`src/rtl/ts_packet_aligner.sv`:
```
// ---------------------------------------------------------------------------
// ts_packet_aligner
//
// Finds MPEG-TS packet boundaries in a byte stream that carries a per-byte
// sync flag. It hunts for a flagged SYNC_BYTE, verifies LOCK_COUNT sync bytes
// in a row at packet spacing, and then forwards aligned packets with
// start/end-of-packet markers. UNLOCK_COUNT consecutive bad syncs drop the
// lock, and the search starts again.
//
// Parameters:
//   PKT_LEN      packet length in bytes (>= 2)
//   SYNC_BYTE    expected first byte of every packet
//   LOCK_COUNT   consecutive good syncs needed to lock (>= 2)
//   UNLOCK_COUNT consecutive bad syncs that drop lock (>= 1)
//
// Ports:
//   rclk      in   sole clock
//   rstn      in   asynchronous active-low reset
//   data_in   in   [8] sync flag, [7:0] TS byte
//   valid_in  in   data_in carries a byte this cycle
//   ts_data   out  aligned byte (registered)
//   ts_valid  out  ts_data valid
//   ts_sop    out  first byte of packet, qualified by ts_valid
//   ts_eop    out  last byte of packet, qualified by ts_valid
//   locked    out  high while the aligner is locked
//   err_count out  saturating count of bad syncs seen while locked
//
// Build option: define TS_ERR_CNT_EN to build the err_count counter. If the
// macro is not defined, err_count is tied to zero and no counter is built.
// ---------------------------------------------------------------------------
module ts_packet_aligner #(
  parameter int unsigned PKT_LEN      = 188,
  parameter logic [7:0]  SYNC_BYTE    = 8'h47,
  parameter int unsigned LOCK_COUNT   = 3,
  parameter int unsigned UNLOCK_COUNT = 3
) (
  input  logic        rclk,
  input  logic        rstn,
  input  logic [8:0]  data_in,
  input  logic        valid_in,
  output logic [7:0]  ts_data,
  output logic        ts_valid,
  output logic        ts_sop,
  output logic        ts_eop,
  output logic        locked,
  output logic [15:0] err_count
);

  localparam int unsigned PW = (PKT_LEN > 1) ? $clog2(PKT_LEN) : 1;
  localparam int unsigned GW = $clog2(LOCK_COUNT + 1);
  localparam int unsigned BW = $clog2(UNLOCK_COUNT + 1);

  localparam logic [PW-1:0] POS_ZERO = {PW{1'b0}};
  localparam logic [PW-1:0] POS_ONE  = PW'(1);
  localparam logic [PW-1:0] POS_LAST = PW'(PKT_LEN - 1);
  localparam logic [GW-1:0] GOOD_TGT = GW'(LOCK_COUNT);
  localparam logic [BW-1:0] BAD_TGT  = BW'(UNLOCK_COUNT);

  typedef enum logic [1:0] {
    ST_HUNT   = 2'd0,
    ST_VERIFY = 2'd1,
    ST_LOCKED = 2'd2
  } state_e;

  state_e          state_q, state_d;
  logic [PW-1:0]   pos_q, pos_d;
  logic [GW-1:0]   good_q, good_d;
  logic [BW-1:0]   bad_q, bad_d;

  logic [7:0]      ts_data_q;
  logic            ts_valid_q;
  logic            ts_sop_q;
  logic            ts_eop_q;
  logic            locked_q;

  logic            good_sync_s;
  logic            at_sync_s;
  logic            at_last_s;
  logic [PW-1:0]   pos_next_s;
  logic            fwd_s;
  logic            err_inc_s;

  assign good_sync_s = data_in[8] && (data_in[7:0] == SYNC_BYTE);
  assign at_sync_s   = (pos_q == POS_ZERO);
  assign at_last_s   = (pos_q == POS_LAST);
  assign pos_next_s  = at_last_s ? POS_ZERO : (pos_q + POS_ONE);

  // Next-state, counter and forwarding decisions; everything holds when no byte is accepted.
  always_comb begin
    state_d   = state_q;
    pos_d     = pos_q;
    good_d    = good_q;
    bad_d     = bad_q;
    fwd_s     = 1'b0;
    err_inc_s = 1'b0;
    if (valid_in) begin
      case (state_q)
        ST_HUNT: begin
          // The sync byte itself is position 0, so the next byte is position 1.
          if (good_sync_s) begin
            state_d = ST_VERIFY;
            pos_d   = POS_ONE;
            good_d  = GW'(1);
            bad_d   = {BW{1'b0}};
          end else begin
            state_d = ST_HUNT;
          end
        end
        ST_VERIFY: begin
          pos_d = pos_next_s;
          if (at_sync_s) begin
            if (good_sync_s) begin
              good_d = good_q + GW'(1);
              if ((good_q + GW'(1)) == GOOD_TGT) begin
                // The sync that completes verification opens the first output packet.
                state_d = ST_LOCKED;
                good_d  = {GW{1'b0}};
                bad_d   = {BW{1'b0}};
                fwd_s   = 1'b1;
              end else begin
                state_d = ST_VERIFY;
              end
            end else begin
              state_d = ST_HUNT;
              pos_d   = POS_ZERO;
              good_d  = {GW{1'b0}};
              bad_d   = {BW{1'b0}};
            end
          end else begin
            state_d = ST_VERIFY;
          end
        end
        ST_LOCKED: begin
          pos_d = pos_next_s;
          fwd_s = 1'b1;
          if (at_sync_s) begin
            if (good_sync_s) begin
              bad_d = {BW{1'b0}};
            end else begin
              err_inc_s = 1'b1;
              bad_d     = bad_q + BW'(1);
              if ((bad_q + BW'(1)) == BAD_TGT) begin
                // Losing lock: this packet is abandoned, and HUNT forwards nothing.
                state_d = ST_HUNT;
                pos_d   = POS_ZERO;
                good_d  = {GW{1'b0}};
                bad_d   = {BW{1'b0}};
                fwd_s   = 1'b0;
              end else begin
                state_d = ST_LOCKED;
              end
            end
          end else begin
            state_d = ST_LOCKED;
          end
        end
        default: begin
          state_d = ST_HUNT;
          pos_d   = POS_ZERO;
          good_d  = {GW{1'b0}};
          bad_d   = {BW{1'b0}};
        end
      endcase
    end else begin
      state_d = state_q;
    end
  end

  // State and alignment counters.
  always_ff @(posedge rclk or negedge rstn) begin
    if (!rstn) begin
      state_q <= ST_HUNT;
      pos_q   <= POS_ZERO;
      good_q  <= {GW{1'b0}};
      bad_q   <= {BW{1'b0}};
    end else begin
      state_q <= state_d;
      pos_q   <= pos_d;
      good_q  <= good_d;
      bad_q   <= bad_d;
    end
  end

  // Registered output stage; locked follows the state on the same edge.
  always_ff @(posedge rclk or negedge rstn) begin
    if (!rstn) begin
      ts_data_q  <= 8'h00;
      ts_valid_q <= 1'b0;
      ts_sop_q   <= 1'b0;
      ts_eop_q   <= 1'b0;
      locked_q   <= 1'b0;
    end else begin
      if (fwd_s) begin
        ts_data_q <= data_in[7:0];
      end else begin
        ts_data_q <= ts_data_q;
      end
      ts_valid_q <= fwd_s;
      ts_sop_q   <= fwd_s && at_sync_s;
      ts_eop_q   <= fwd_s && at_last_s;
      locked_q   <= (state_d == ST_LOCKED);
    end
  end

  assign ts_data  = ts_data_q;
  assign ts_valid = ts_valid_q;
  assign ts_sop   = ts_sop_q;
  assign ts_eop   = ts_eop_q;
  assign locked   = locked_q;

`ifdef TS_ERR_CNT_EN
  logic [15:0] err_q;

  // Increment that sticks at all-ones instead of wrapping.
  function automatic logic [15:0] sat_inc16(input logic [15:0] v);
    if (v == 16'hFFFF) begin
      return v;
    end else begin
      return v + 16'h0001;
    end
  endfunction

  // Bad-sync error counter.
  always_ff @(posedge rclk or negedge rstn) begin
    if (!rstn) begin
      err_q <= 16'h0000;
    end else if (err_inc_s) begin
      err_q <= sat_inc16(err_q);
    end else begin
      err_q <= err_q;
    end
  end

  assign err_count = err_q;
`else
  assign err_count = 16'h0000;
`endif

endmodule

```
`config.mk`:
```
export PLATFORM = sky130hd
export DESIGN_NAME = ts_packet_aligner
export DESIGN_NICKNAME = d
export VERILOG_FILES = /design/src/rtl/ts_packet_aligner.sv
export SDC_FILE = /design/constraint.sdc
export NUM_CORES = 1
export LEC_CHECK = 0
export CORE_ASPECT_RATIO = 1.25
export CORE_MARGIN = 2
export CORE_UTILIZATION = 49
export CTS_CLUSTER_DIAMETER = 50
export CTS_CLUSTER_SIZE = 16
export DETAILED_ROUTE_END_ITERATION = 8
export PLACE_DENSITY_LB_ADDON = 0.15
export SYNTH_ARGS = -nofsm -noshare
export SYNTH_HDL_FRONTEND = slang
export SYNTH_SLANG_ARGS = --single-unit
```
`constraint.sdc`:
```
create_clock -name rclk -period 2.8 [get_ports rclk]
set_input_delay 0.56 -clock rclk [delete_from_list [all_inputs] [get_ports rclk]]
set_output_delay 0.56 -clock rclk [all_outputs]
set_load 0.1 [all_outputs]
```
==> metrics.md <==
| Metric | Value |
|---|---|
| Status | `complete, no violations` |
| Grt ovf | `0` |
| Final Skew | `slightly above 8 ps` |
| Num Clock Sinks | `26` |
| Wirelength, routed | `3.15 mm` |
| VDD IR-drop max | `1.02 mV` |
| First-pass GRT wire length | `around 5 mm` |
| Avg Inst Size Synth | `9.62 um2` |
| Hold Path Class | `flip-flop to flip-flop` |
| Synth-to-Final Area Change | `18.3%` |
| Crit-path max FO | `8` |
| Worst slew pin tran | `518 ps` |
| CP max-delay cell | `clkdlybuf4s50_1` |
| Synthesized cell area | `1600 um2` |
| Overall die height | `67.8 um` |
| Clk_lat worst skew | `around 270 ps` |
| Inserted Diodes | `0` |
| Startpoint Class | `input pin` |
| Via count | `1238` |
| Pwr/cell area | `1090 nW/um2` |
| Placer congestion estimate | `0.968` |
| Critical Path RT | `approximately 3000 ps` |
| Min Tclk post-route | `2510 ps` |
| Post-DP HPWL | `2.50 mm` |
| Final #Nets | `216` |
| Drt first pass iters | `4` |
| CTS Buf Count | `3` |
| WP data arrival | `between 2000 and 3000 ps` |
| GRT Util Overall | `between 10% and 20%` |
| Synth unique cells | `between 40 and 50` |
| Max-Cap Viols | `0` |
| Vias/cell | `5.29` |
| Max Clk Rate | `between 300 and 400 MHz` |
| Unrepaired setup endpoints after global routing | `false` |
| CP Cell Sequence | `clkdlybuf4s50_1, nor4b_2, nand3_2, or3_1, o22a_2, buf_12, mux2_4` |
| Setup violations, final | `0` |
| Period utilization | `89.5%` |
| Root Driver | `clkbuf_8` |
| Clk slew on worst S/H paths | `about 90 ps` |
| Num ports | `40` |
| Most frequent cells in the layout | `26 x dfrtp_1, 19 x buf_4, 16 x nand2_1, 16 x conb_1, 12 x inv_1` |
| Synthesized flop and latch total | `26` |
| Rows | `23` |
| CTS Buffer Depth | `2` |
| Hold Vio Cnt, Final | `0` |
| Worst hold slack | `490 ps` |
| Endpoint class of the critical path | `flip-flop` |
| Slew HR | `65.0%` |
| Detail Route Antenna Nets | `0` |
| CTS tree | `built` |
| Die footprint | `3730 um2` |
| Max-slew violation count | `0` |
| Vias in the first global route | `1190` |
| Leak pwr | `0.902 nW` |
| Antenna violations before repair | `0` |
| Post-CTS setup repair buffer count | `0` |
| Drc violations | `0` |
| Setup TNS | `0 ps` |
| Initial core utilization | `50.4%` |
| Cells after Synth | `between 150 and 200` |
| Port Buffers | `23` |
| Largest net degree at the start of global routing | `27` |
| DR iter-0 viols | `20` |
| Layout cells sized above 1 | `20.8%` |
| Max incr delay on CP | `around 440 ps` |
| Yosys warnings | `0` |
| Core area | `3170 um2` |
| CP Class | `input pin to flip-flop` |
| CTS hold repair buffers | `0` |
| Drt wl/cell | `13.5 um` |
| Die span in x | `55.1 um` |
| # resized after CTS | `0` |
| Commonest non-fill, non-tap cell in the layout | `dfrtp_1` |
| Seq/Total Area, Yosys | `40.8%` |
| CTS HTree Levels | `1` |
==> per-stage QoR <==
stage	power, mW	setup slack [ps]	utilization (%)	cells	cell area (um2)
3_5_place_dp	1.83	7.22	57.9	230	1830
2_1_floorplan	1.56	507	-	181	1650
3_3_place_gp	1.81	46.1	57.9	230	1830
6_report	2.06	293	59.6	234	1890
4_1_cts	2.07	291	59.6	234	1890
5_1_grt	2.16	180	59.6	234	1890
==> cell type report <==
cell class	instances	area, um2
well taps	37	46.3
multi-input cells	124	818
fillers	301	1280
clock buffers	4	55.1
flip-flops and latches	26	651
repair buffers	31	273
inverters	12	45.0
==> per-layer routing <==
layer | vias up | routed length [um] | GRT usage (%)
met3 | 6 | 72 | 2.62
li1 | 611 | - | -
met4 | 0 | 46 | 6.10
met5 | - | 0 | 0
met2 | 21 | 1680 | 31.1
met1 | 600 | 1350 | 22.6
==> report_power, final <==
part | internal, mW | total, mW | switching, mW
clock network | 0.125 | 0.239 | 0.114
logic | 0.347 | 1.23 | 0.884
registers | 0.490 | 0.586 | 0.0960
==> final timing paths <==
path                            depth (start not counted)  slack, ps         end        from
worst min-delay path                                    1        490    bad_q[1]    bad_q[1]
worst max register to register                          8        300  ts_data[0]    pos_q[0]
worst max-delay path                                    7        290  ts_data[0]  data_in[5]
min in group asynchronous                               2        660    pos_q[3]        rstn
worst min register to register                          1        490    bad_q[1]    bad_q[1]
max in group asynchronous                               2       1890      locked        rstn
==> cell usage after synthesis (all sizes together) <==
library cell	n	area share [%]
a21boi	1	0.47
a21o	1	0.47
a21oi	7	2.2
a31o	2	1.1
a31oi	1	0.39
a41oi	3	1.6
and2	2	0.86
and3	2	0.78
and3b	1	0.55
and4	1	0.55
buf	17	8.2
clkbuf	2	0.47
conb	1	0.23
dfrtp	26	41
ha	6	4.7
inv	12	2.8
mux2	9	8.0
mux2i	3	1.9
nand2	16	3.8
nand3	8	2.8
nand4	3	1.2
nor2	11	2.6
nor2b	2	0.78
nor3	6	2.2
nor3b	1	0.47
nor4	1	0.39
nor4b	3	3.0
o21ai	11	3.4
o21bai	1	0.47
o22a	1	0.63
o22ai	2	0.78
o31a	1	0.55
o31ai	1	0.47
or3	1	0.39
==> state kept, by name (all words and copies together), names as in the netlist <==
name      count
bad_q         2
good_q        2
locked        1
pos_q         8
state_q       2
ts_data       8
ts_eop        1
ts_sop        1
ts_valid      1
==> worst max-delay path: cells and delay by family <==
kind                   cells  cell delay, ps
buffers and inverters      2             590
AO/OA/AOI/OAI              1             280
multiplexers               1             290
AND/OR/NAND/NOR            3             930
==> cells by family after synthesis <==
logic type | synth area share (%)
muxes | 9.87
AOI/OAI and AO/OA | 12.6
buffers and inverters | 11.5
DFF | 40.8
and+or+nand+nor | 20.3
other | 0.235
adders and majority gates | 4.70
No activity file was read; power rests on OpenSTA's default activity.
